## src/rtl/mem_stage.sv

```systemverilog
// Memory-stage controller: performs a data-memory load or store over a
// variable-latency req/ack bus.
//
// - Upstream stages are stalled while the access is outstanding.
// - Owns the MEM/WB pipeline register.
// - Non-memory instructions pass through with one register stage.
// - An access that sees no ack within TIMEOUT request cycles is abandoned.
//   The instruction then retires with a zero result, its register write is
//   suppressed, and a sticky error flag is raised.
module mem_stage #(
    parameter int WIDTH   = 32,
    parameter int TIMEOUT = 16    // request cycles before abort, 1..255
) (
    input  logic             clk,
    input  logic             reset,      // asynchronous, active-low
    // EX/MEM pipeline register
    input  logic [WIDTH-1:0] ALURESULT,
    input  logic [WIDTH-1:0] DATA2,
    input  logic [31:0]      INST,
    input  logic [3:0]       RD,
    input  logic             RWRITE,
    input  logic             WE,
    input  logic             SELECTMEM,
    // data-memory bus
    output logic             mem_req,
    output logic             mem_we,
    output logic [WIDTH-1:0] mem_addr,
    output logic [WIDTH-1:0] mem_wdata,
    input  logic [WIDTH-1:0] mem_rdata,
    input  logic             mem_ack,
    // pipeline control
    output logic             stall,
    // MEM/WB pipeline register
    output logic [WIDTH-1:0] WB_DATA,
    output logic [3:0]       WB_RD,
    output logic             WB_RWRITE,
    output logic [31:0]      WB_INST,
    output logic             err
);

    typedef enum logic [1:0] {
        IDLE   = 2'd0,
        ACCESS = 2'd1,
        DONE   = 2'd2
    } state_e;

    // Counter value seen in the last request cycle before giving up.
    localparam logic [7:0] TIMEOUT_LAST = 8'(TIMEOUT - 1);

    state_e           state_q,     state_d;
    logic [7:0]       count_q,     count_d;
    logic [WIDTH-1:0] addr_q,      addr_d;
    logic [WIDTH-1:0] wdata_q,     wdata_d;
    logic             we_q,        we_d;
    logic [3:0]       rd_q,        rd_d;
    logic             rwrite_q,    rwrite_d;
    logic [31:0]      inst_q,      inst_d;
    logic [WIDTH-1:0] result_q,    result_d;
    logic             err_q,       err_d;
    logic [WIDTH-1:0] wb_data_q,   wb_data_d;
    logic [3:0]       wb_rd_q,     wb_rd_d;
    logic             wb_rwrite_q, wb_rwrite_d;
    logic [31:0]      wb_inst_q,   wb_inst_d;

    logic acc;

    // A store takes precedence when both request bits are set.
    assign acc = WE | SELECTMEM;

    // Next-state, capture and MEM/WB update logic.
    always_comb begin
        // NOTE: every signal gets its hold value first, so no path through
        // the case statement can leave one unassigned and infer a latch.
        state_d     = state_q;
        count_d     = count_q;
        addr_d      = addr_q;
        wdata_d     = wdata_q;
        we_d        = we_q;
        rd_d        = rd_q;
        rwrite_d    = rwrite_q;
        inst_d      = inst_q;
        result_d    = result_q;
        err_d       = err_q;
        wb_data_d   = wb_data_q;
        wb_rd_d     = wb_rd_q;
        wb_rwrite_d = wb_rwrite_q;
        wb_inst_d   = wb_inst_q;

        case (state_q)
            IDLE: begin
                if (acc) begin
                    addr_d      = ALURESULT;
                    wdata_d     = DATA2;
                    we_d        = WE;
                    rd_d        = RD;
                    rwrite_d    = RWRITE;
                    inst_d      = INST;
                    count_d     = 8'd0;
                    state_d     = ACCESS;
                    wb_data_d   = '0;
                    wb_rd_d     = '0;
                    wb_rwrite_d = 1'b0;
                    wb_inst_d   = '0;
                end else begin
                    wb_data_d   = ALURESULT;
                    wb_rd_d     = RD;
                    wb_rwrite_d = RWRITE;
                    wb_inst_d   = INST;
                end
            end

            ACCESS: begin
                wb_data_d   = '0;
                wb_rd_d     = '0;
                wb_rwrite_d = 1'b0;
                wb_inst_d   = '0;
                if (mem_ack) begin
                    // An ack in the final allowed cycle still completes cleanly.
                    result_d = we_q ? addr_q : mem_rdata;
                    state_d  = DONE;
                end else if (count_q == TIMEOUT_LAST) begin
                    err_d    = 1'b1;
                    result_d = '0;
                    rwrite_d = 1'b0;
                    state_d  = DONE;
                end else begin
                    count_d = count_q + 8'd1;
                end
            end

            DONE: begin
                wb_data_d   = result_q;
                wb_rd_d     = rd_q;
                wb_rwrite_d = rwrite_q;
                wb_inst_d   = inst_q;
                state_d     = IDLE;
            end

            default: begin
                wb_data_d   = '0;
                wb_rd_d     = '0;
                wb_rwrite_d = 1'b0;
                wb_inst_d   = '0;
                state_d     = IDLE;
            end
        endcase
    end

    // State, captured operands and MEM/WB register.
    always_ff @(posedge clk or negedge reset) begin
        if (!reset) begin
            state_q     <= IDLE;
            count_q     <= '0;
            addr_q      <= '0;
            wdata_q     <= '0;
            we_q        <= 1'b0;
            rd_q        <= '0;
            rwrite_q    <= 1'b0;
            inst_q      <= '0;
            result_q    <= '0;
            err_q       <= 1'b0;
            wb_data_q   <= '0;
            wb_rd_q     <= '0;
            wb_rwrite_q <= 1'b0;
            wb_inst_q   <= '0;
        end else begin
            // NOTE: non-blocking assignments make every flop sample its _d
            // value from before the edge, whatever the statement order.
            state_q     <= state_d;
            count_q     <= count_d;
            addr_q      <= addr_d;
            wdata_q     <= wdata_d;
            we_q        <= we_d;
            rd_q        <= rd_d;
            rwrite_q    <= rwrite_d;
            inst_q      <= inst_d;
            result_q    <= result_d;
            err_q       <= err_d;
            wb_data_q   <= wb_data_d;
            wb_rd_q     <= wb_rd_d;
            wb_rwrite_q <= wb_rwrite_d;
            wb_inst_q   <= wb_inst_d;
        end
    end

    // The request follows the state register, so reset removes it at once.
    assign mem_req   = (state_q == ACCESS);
    assign mem_we    = we_q;
    assign mem_addr  = addr_q;
    assign mem_wdata = wdata_q;

    // The stall is gated by reset so that upstream is released immediately,
    // even while EX/MEM still presents a memory op.
    assign stall = reset & (((state_q == IDLE) & acc) | (state_q == ACCESS));

    assign WB_DATA   = wb_data_q;
    assign WB_RD     = wb_rd_q;
    assign WB_RWRITE = wb_rwrite_q;
    assign WB_INST   = wb_inst_q;
    assign err       = err_q;

endmodule

```

## config.mk

```make
export PLATFORM = sky130hd
export DESIGN_NAME = mem_stage
export DESIGN_NICKNAME = d
export VERILOG_FILES = /design/src/rtl/mem_stage.sv
export SDC_FILE = /design/constraint.sdc
export NUM_CORES = 1
export LEC_CHECK = 0
export ABC_CLOCK_PERIOD_IN_PS = 1920
export CAP_MARGIN = 20
export CORE_UTILIZATION = 45
export CTS_CLUSTER_DIAMETER = 60
export DETAILED_ROUTE_END_ITERATION = 10
export GPL_TIMING_DRIVEN = 0
export PLACE_DENSITY = 0.78
export SYNTH_ARGS = -nofsm -noshare
export SYNTH_HDL_FRONTEND = slang
export SYNTH_SLANG_ARGS = --single-unit
```

## constraint.sdc

```tcl
create_clock -name clk -period 1.92 [get_ports clk]
set_clock_uncertainty 0.05 [all_clocks]
set_input_delay 0.192 -clock clk [delete_from_list [all_inputs] [get_ports clk]]
set_output_delay 0.192 -clock clk [all_outputs]
set_load 0.02 [all_outputs]
```

==> results of run 1 <==
## kinds of logic after synthesis
group | Yosys count | share of synthesized area, %
mux | 32 | 3.79
simple gates | 400 | 18.6
compound gates | 122 | 11.2
flops | 214 | 63.3
buf+inv | 59 | 2.97
fa+ha+maj | 1 | 0.148
## power groups by stage
stage	combinational [uW]	sequential [uW]	clock [uW]
floorplan	3380	8240	0
global placement	7970	7160	0
detailed placement	8130	7220	0
CTS	8310	7180	4250
global route	9090	7380	4440
finish	8340	7200	4190
## worst max-delay path, delay by kind of cell (launching register included)
kind            cells  cell delay, ns
flops               1            0.38
compound gates      2            0.23
simple gates        1            0.15
buf+inv             3            0.45
## cell usage after synthesis (all sizes together), types with 2 or more instances
| master | number | share of area [%] |
|---|---|---|
| clkbuf | 43 | 2.0 |
| mux2i | 32 | 3.8 |
| a22oi | 69 | 6.1 |
| nand2 | 307 | 14 |
| o21ai | 8 | 0.65 |
| nor4 | 2 | 0.33 |
| nor3 | 3 | 0.18 |
| buf | 12 | 0.77 |
| nand3 | 6 | 0.35 |
| a21oi | 2 | 0.12 |
| and3 | 3 | 0.24 |
| inv | 3 | 0.13 |
| o2bb2ai | 32 | 3.3 |
| nor2 | 73 | 3.2 |
| dfrtp | 214 | 63 |
| o21a | 3 | 0.27 |
## path summary, 6_finish.rpt
path	depth (start not counted)	endpoint	from	slack [ns]
max in group asynchronous	2	mem_wdata[11]$_DFFE_PN0P_	reset	1.14
min in group clk	3	mem_wdata[27]$_DFFE_PN0P_	DATA2[27]	0.16
worst min register to register	1	err$_DFFE_PN0P_	err$_DFFE_PN0P_	0.42
worst max register to register	3	err$_DFFE_PN0P_	count_q[4]$_DFFE_PN0P_	0.09
worst min-delay path	1	WB_DATA[15]$_DFF_PN0_	reset	-0.37
worst max-delay path	6	stall	state_q[0]$_DFFE_PN0P_	-0.04
## state kept, by name (all words and copies together), names as in the netlist
name	cells
mem_we	1
WB_RWRITE	1
count_q	8
rwrite_q	1
WB_DATA	32
err	1
WB_INST	32
WB_RD	4
state_q	2
result_q	32
rd_q	4
inst_q	32
mem_addr	32
mem_wdata	32
## final cells by class
type / count / area, um2 / area share [%]
flip-flops and latches: 214 / 5360 / 43.3
repair buffers: 285 / 2850 / 23.0
clock buffers: 33 / 643 / 5.20
well taps: 229 / 287 / 2.32
multi-input cells: 555 / 2900 / 23.4
plain buffers: 53 / 265 / 2.14
clock inverters: 5 / 53.8 / 0.435
inverters: 4 / 20.0 / 0.162
## stage by stage
| stage | std cells | power (uW) | hold slack (ns) |
|---|---|---|---|
| 3_3_place_gp | 1331 | 15100 | 0.401 |
| 5_1_grt | 1378 | 20900 | -0.291 |
| 2_1_floorplan | 828 | 11600 | -0.154 |
| 3_5_place_dp | 1332 | 15400 | 0.214 |
| 6_report | 1378 | 19700 | -0.366 |
| 4_1_cts | 1374 | 19700 | -0.325 |
## timing repair
item / 4_1_cts / 5_1_grt
endpoints found under the hold margin: 94 / 94
gates resized for setup: 36 / 16
pin swaps: 3 / 1
endpoints found under the setup margin: 140 / 79
buffers inserted: 4 / 6
## layer usage
metal  up-vias  part of all wire, %  wire [um]  GRT usage (%)
met5         -                    0          0              0
met4         0                  2.2        544           7.19
met3        41                  7.2       1760           5.52
met2       253                   50      12100           44.1
met1      3552                   41       9920           33.1
li1       3377                    -          -              -
==> impl_metrics.ini, run 1 <==
[worst_setup_path]
worstSetupEndpointType = output port
worstSetupStartpointType = flop
path_cells = buf_8, nor2_4, o21ai_4, buf_8, a21boi_2, buf_6
crit_top_cell = buf_8
critPathKind = reg2out
cp.arrival_ns = 1.72
worst_ep_required_time_ns = 1.68
critPathMaxStageDelay_ns = 0.38
cp_slowest_cell = dfrtp_1
crit_path_max_fanout = 10

[power]
p_per_area_nw_per_um2 = 1590
peakVddDrop_v = 0.000804
p_int_uw = 12300
pwr-share-comb_pct = 42.3
pwr-share-clk_pct = 21.2
power_leakage_uw = 0.00585
seq_power_share_pct = 36.5
p_switching_uw = 7460
swShare_pct = 37.8

[layout]
n_fill_cell = 1418
final_core_util_pct = 67.9
final_layout_size_suffix_gt1_share_pct = 7.48
layout_common_cells = nand2_1, clkdlybuf4s50_1, dfrtp_1
n_antenna_cell = 0
areaGrowthSynthToFinish_pct = 46.2
nets = 1275
fin_area_um2 = 12400
mostFrequentLayoutCell = nand2_1

[timing]
holdWs_ns = -0.366
fmax_mhz = 509
finalSetupTns_ns = -0.0432
fin_crit_ns = 1.96
setup_viol_count_final = 1
postLayoutSetupSlackWorst_ns = -0.0432
rsz0062_at_grt = yes
relSlewSlack_pct = 51.3
finalHoldViolations = 94
worst_pin_slew_ns = 0.731
maxSlewViolCount = 0
period_share_pct = 102

[yosys]
seq_area_frac_synth_pct = 63.3
syn_avg_cell_area_um2 = 10.2
ys.warnings.count = 0
ys_ff_latch = 214
ys.flop_type = dfrtp_1
async_reset_ff_share_pct = 100
syn-num-nets = 967
synth_edf_count = 0
synthCells = 828
synth_area_um2 = 8460
yosysUniqueCellTypes = 40

[global_routing]
grt_remaining_overflow = 0
antenna_found_initial = 1
grt_max_degree = 121
track_usage_pct = 25.8
grt_pass1_wl_mm = 39.3
grt_pass1_vias = 7264

[min_path]
worstHoldPathType = in2async

[placed_design]
placed_cell_area_um2 = 11500
port_buffers = 274
dp_slack_ns = -0.779
dp_hpwl_mm = 16.7
gp_congestion = 0.848

[floorplan]
row_count = 49
io_pins = 275
start_util_pct = 46.5
die_h_um = 139
dieArea_um2 = 19400
core_um2 = 18200
die_w_um = 139

[outcome]
status = finished, violations left
violations = DRC, hold timing, setup timing

[drt]
wire_per_inst_um = 17.7
vias = 7223
via_per_inst = 5.24
firstDrtPassIters = 11
drtIter0Drc = 594
antenna_left = 0
post-route-drc-count = 18
drt_wl_total_mm = 24.4

[clock_network]
cts.path.max_buffers = 3
worst_skew_pair.late_latency_ns = 0.51
clockRootBuffer = clkbuf_16
numCtsBuffers = 23
clk_pin_slew_ns = 0.06
cts_tree = done
cts_sinks = 214
htreeDepth = 1

[run]
max_cap_violations = 0
No activity file was read; power rests on OpenSTA's default activity.
==> inputs of run 2 (changes only) <==
Settings changed: ABC_CLOCK_PERIOD_IN_PS 1920 to 2200, CAP_MARGIN 20 to default, PLACE_DENSITY 0.78 to 0.86.
Clock period 1.92 ns to 2.2 ns, I/O delays scaled along.
==> impl_metrics.ini, run 2 (synthesis results as in run 1) <==
[global_routing]
grt_max_degree = 112
antenna_found_initial = 0
grt_remaining_overflow = 0
track_usage_pct = 25.7
grt_pass1_wl_mm = 39.3
grt_pass1_vias = 7330

[worst_setup_path]
r2r_cells = 7
rrSetupSlack_ns = 0.19
worst_ep_required_time_ns = 1.93
cp.arrival_ns = 1.81
critPathKind = reg2out
r2r_start = state_q[0]$_DFFE_PN0P_
worstSetupEndpointType = output port
crit_path_max_fanout = 10
crit-reg2reg-capture = mem_addr[29]$_DFFE_PN0P_
worstSetupStartpointType = flop

[power]
totalPowerFinal_uw = 17000
peakVddDrop_v = 0.000772
power_leakage_uw = 0.00577
p_per_area_nw_per_um2 = 1390

[timing]
rsz0062_at_grt = no
holdWs_ns = -0.312
maxSlewViolCount = 0
setup_viol_count_final = 0
period_share_pct = 94.4
finalHoldViolations = 109
fmax_mhz = 481
finalSetupTns_ns = 0
worst_pin_slew_ns = 0.871
relSlewSlack_pct = 41.9
fin_crit_ns = 2.08

[clock_network]
clk_pin_slew_ns = 0.06
cts_sinks = 214
cts.path.max_buffers = 3
clockRootBuffer = clkbuf_16
worst_skew_pair.late_latency_ns = 0.49
numCtsBuffers = 22
htreeDepth = 1
cts_tree = done

[layout]
mostFrequentLayoutCell = nand2_1
n_antenna_cell = 0
final_core_util_pct = 67.4
areaGrowthSynthToFinish_pct = 45.0
layout_common_cells = nand2_1, clkdlybuf4s50_1, dfrtp_1
final_layout_size_suffix_gt1_share_pct = 5.68
fin_area_um2 = 12300
nets = 1273

[placed_design]
port_buffers = 274
gp_congestion = 0.809
placed_cell_area_um2 = 11500
dp_hpwl_mm = 16.8

[floorplan]
io_pins = 275
die_h_um = 139
die_w_um = 139
core_um2 = 18200
row_count = 49
start_util_pct = 46.5
dieArea_um2 = 19400

[drt]
via_per_inst = 5.31
post-route-drc-count = 17
drtIter0Drc = 427
vias = 7295
drt_wl_total_mm = 24.7
wire_per_inst_um = 18.0
firstDrtPassIters = 11
antenna_left = 0

[run]
max_cap_violations = 0

[outcome]
violations = DRC, hold timing
status = finished, violations left

[min_path]
worstHoldPathType = in2async
[run 2: cell count changes in the layout (fill, tap and decap cells not counted), moves of 2 or more]
cell      change
buf_8         -2
clkbuf_2     -11
clkbuf_1     +12
buf_2         +2
buf_4         -5
[run 2: metal layers]
| metal | up-vias | global-route usage (%) | wire (um) |
|---|---|---|---|
| li1 | 3361 | - | - |
| met1 | 3558 | 32.9 | 9800 |
| met2 | 319 | 42.9 | 12300 |
| met3 | 57 | 5.63 | 1780 |
| met4 | 0 | 9.88 | 819 |
| met5 | - | 0 | 0 |
[run 2: cell type report]
class                   count  area (um2)
plain buffers              54         236
clock buffers              30         622
clock inverters             4        47.5
fillers                  1386        5940
inverters                   4        15.0
multi-input cells         555        2870
flip-flops and latches    214        5360
well taps                 229         287
repair buffers            283        2830
[run 2: worst max-delay path, cell delays in order, from the launching register on]
cell and delay [ns]:
dfrtp_1 0.37, buf_6 0.16, or2b_2 0.34, a21boi_1 0.15, clkdlybuf4s15_2 0.29
[run 2: how the worst max path moves through the flow]
stage / to / slack (ns) / start
6_report: stall / 0.12 / state_q[1]$_DFFE_PN0P_
3_5_place_dp: stall / -0.49 / SELECTMEM
2_1_floorplan: stall / 0.35 / state_q[0]$_DFFE_PN0P_
3_3_place_gp: WB_INST[17]$_DFF_PN0_ / -8.00 / reset
4_1_cts: mem_req / 0.004 / state_q[0]$_DFFE_PN0P_
5_1_grt: mem_addr[30]$_DFFE_PN0P_ / 0.02 / state_q[0]$_DFFE_PN0P_
[run 2: per-stage QoR]
| stage | hold slack, ns | instances | setup slack (ns) |
|---|---|---|---|
| CTS | -0.238 | 1365 | 0.00424 |
| detailed placement | 0.293 | 1332 | -0.485 |
| finish | -0.312 | 1373 | 0.122 |
| global placement | 0.399 | 1331 | -8.00 |
| floorplan | -0.126 | 828 | 0.349 |
| global route | -0.249 | 1373 | 0.0178 |
[run 2: what timing repair did]
action | 4_1_cts | 5_1_grt
setup endpoints to repair | 2 | 17
gates resized for setup | 9 | 9
setup buffers | 0 | 8
hold endpoints to repair | 109 | 109
[run 2: power by group]
part	switching, uW	total, uW	internal [uW]	leakage (uW)
combinational	4160	7220	3060	0.00270
clock	1470	3540	2080	0.000326
sequential	862	6280	5420	0.00275
==> inputs of run 3 (changes only) <==
Settings changed: SLEW_MARGIN from default to 20.
==> impl_metrics.ini, run 3 (synthesis results as in run 1) <==
[drt]
antenna_left = 0
firstDrtPassIters = 11
vias = 7308
drtIter0Drc = 501
drt_wl_total_mm = 24.7
via_per_inst = 5.33
wire_per_inst_um = 18.0
post-route-drc-count = 17

[power]
power_leakage_uw = 0.00579
p_per_area_nw_per_um2 = 1390
peakVddDrop_v = 0.000770
totalPowerFinal_uw = 17100

[global_routing]
grt_remaining_overflow = 0
grt_pass1_wl_mm = 39.7
antenna_found_initial = 0
grt_pass1_vias = 7459
track_usage_pct = 25.9
grt_max_degree = 102

[floorplan]
dieArea_um2 = 19400
io_pins = 275
die_w_um = 139
core_um2 = 18200
row_count = 49
start_util_pct = 46.5
die_h_um = 139

[worst_setup_path]
worstSetupEndpointType = output port
critPathKind = reg2out
cp.arrival_ns = 1.76
crit_path_max_fanout = 10
worst_ep_required_time_ns = 1.93
worstSetupStartpointType = flop

[timing]
setup_viol_count_final = 0
relSlewSlack_pct = 42.5
worst_pin_slew_ns = 0.863
finalSetupTns_ns = 0
fmax_mhz = 493
period_share_pct = 92.3
holdWs_ns = -0.512
rsz0062_at_grt = no
maxSlewViolCount = 0
finalHoldViolations = 214
fin_crit_ns = 2.03

[clock_network]
numCtsBuffers = 22
worst_skew_pair.late_latency_ns = 0.50
clockRootBuffer = clkbuf_16
htreeDepth = 1
clk_pin_slew_ns = 0.06
cts_sinks = 214
cts_tree = done
cts.path.max_buffers = 3

[layout]
final_layout_size_suffix_gt1_share_pct = 5.69
layout_common_cells = nand2_1, clkdlybuf4s50_1, dfrtp_1
areaGrowthSynthToFinish_pct = 45.2
nets = 1269
n_fill_cell = 1376
mostFrequentLayoutCell = nand2_1
n_antenna_cell = 0

[placed_design]
dp_hpwl_mm = 16.9
port_buffers = 274
gp_congestion = 0.809

[run]
max_cap_violations = 0

[outcome]
violations = DRC, hold timing
status = finished, violations left

[min_path]
worstHoldPathType = in2async
[run 3: power breakdown]
part	internal [uW]	switching, uW	total [uW]
Combinational	3020	4140	7160
Sequential	5420	869	6290
Clock	2190	1490	3680
Total	10600	6500	17100
[run 3: path summary, 6_finish.rpt]
path | from | cells past startpoint | end | slack [ns]
max in group asynchronous | reset | 2 | WB_INST[19]$_DFF_PN0_ | 1.87
worst min-delay path | reset | 1 | result_q[7]$_DFFE_PN0P_ | -0.51
worst max register to register | mem_we$_DFFE_PN0P_ | 4 | result_q[29]$_DFFE_PN0P_ | 0.21
worst max-delay path | state_q[0]$_DFFE_PN0P_ | 5 | stall | 0.17
worst min register to register | mem_wdata[27]$_DFFE_PN0P_ | 2 | mem_wdata[27]$_DFFE_PN0P_ | 0.42
min in group clk | DATA2[10] | 3 | mem_wdata[10]$_DFFE_PN0P_ | 0.20
[run 3: stage by stage]
step / worst slack, ns / utilization [%] / std cells / cell area, um2 / hold WS (ns)
global placement: -8.00 / 63.1 / 1331 / 11500 / 0.399
CTS: 0.00583 / 67.4 / 1370 / 12300 / -0.527
detailed placement: -0.520 / 63.4 / 1333 / 11500 / 0.00814
global route: 0.0194 / 67.5 / 1372 / 12300 / -0.521
floorplan: 0.349 / - / 828 / 8460 / -0.126
finish: 0.170 / 67.5 / 1372 / 12300 / -0.512
[run 3: cell type report]
class                   instances  area [um2]  area share (%)
plain buffers                  54         240            1.96
clock inverters                 2        35.0           0.285
inverters                       4        15.0           0.122
multi-input cells             555        2870            23.3
flip-flops and latches        214        5360            43.6
repair buffers                279        2820            22.9
clock buffers                  35         671            5.46
well taps                     229         287            2.33
[run 3: layer usage]
metal	global-route usage [%]	routed length [um]
met4	10.0	896
met5	0	0
met2	44.0	12200
met1	32.6	9910
met3	5.46	1790
[run 3: timing repair]
action,in CTS,in global routing
setup endpoints to repair,2,65
hold endpoints to repair,214,214
pin swaps,0,1
buffers inserted,1,2
gates resized for setup,7,15
[run 3: critical path, cell delays in order, from the launching register on]
cell	delay [ns]
dfrtp_1	0.36
clkbuf_8	0.18
nor2_2	0.23
o21ai_4	0.10
a21boi_0	0.19
clkbuf_2	0.20
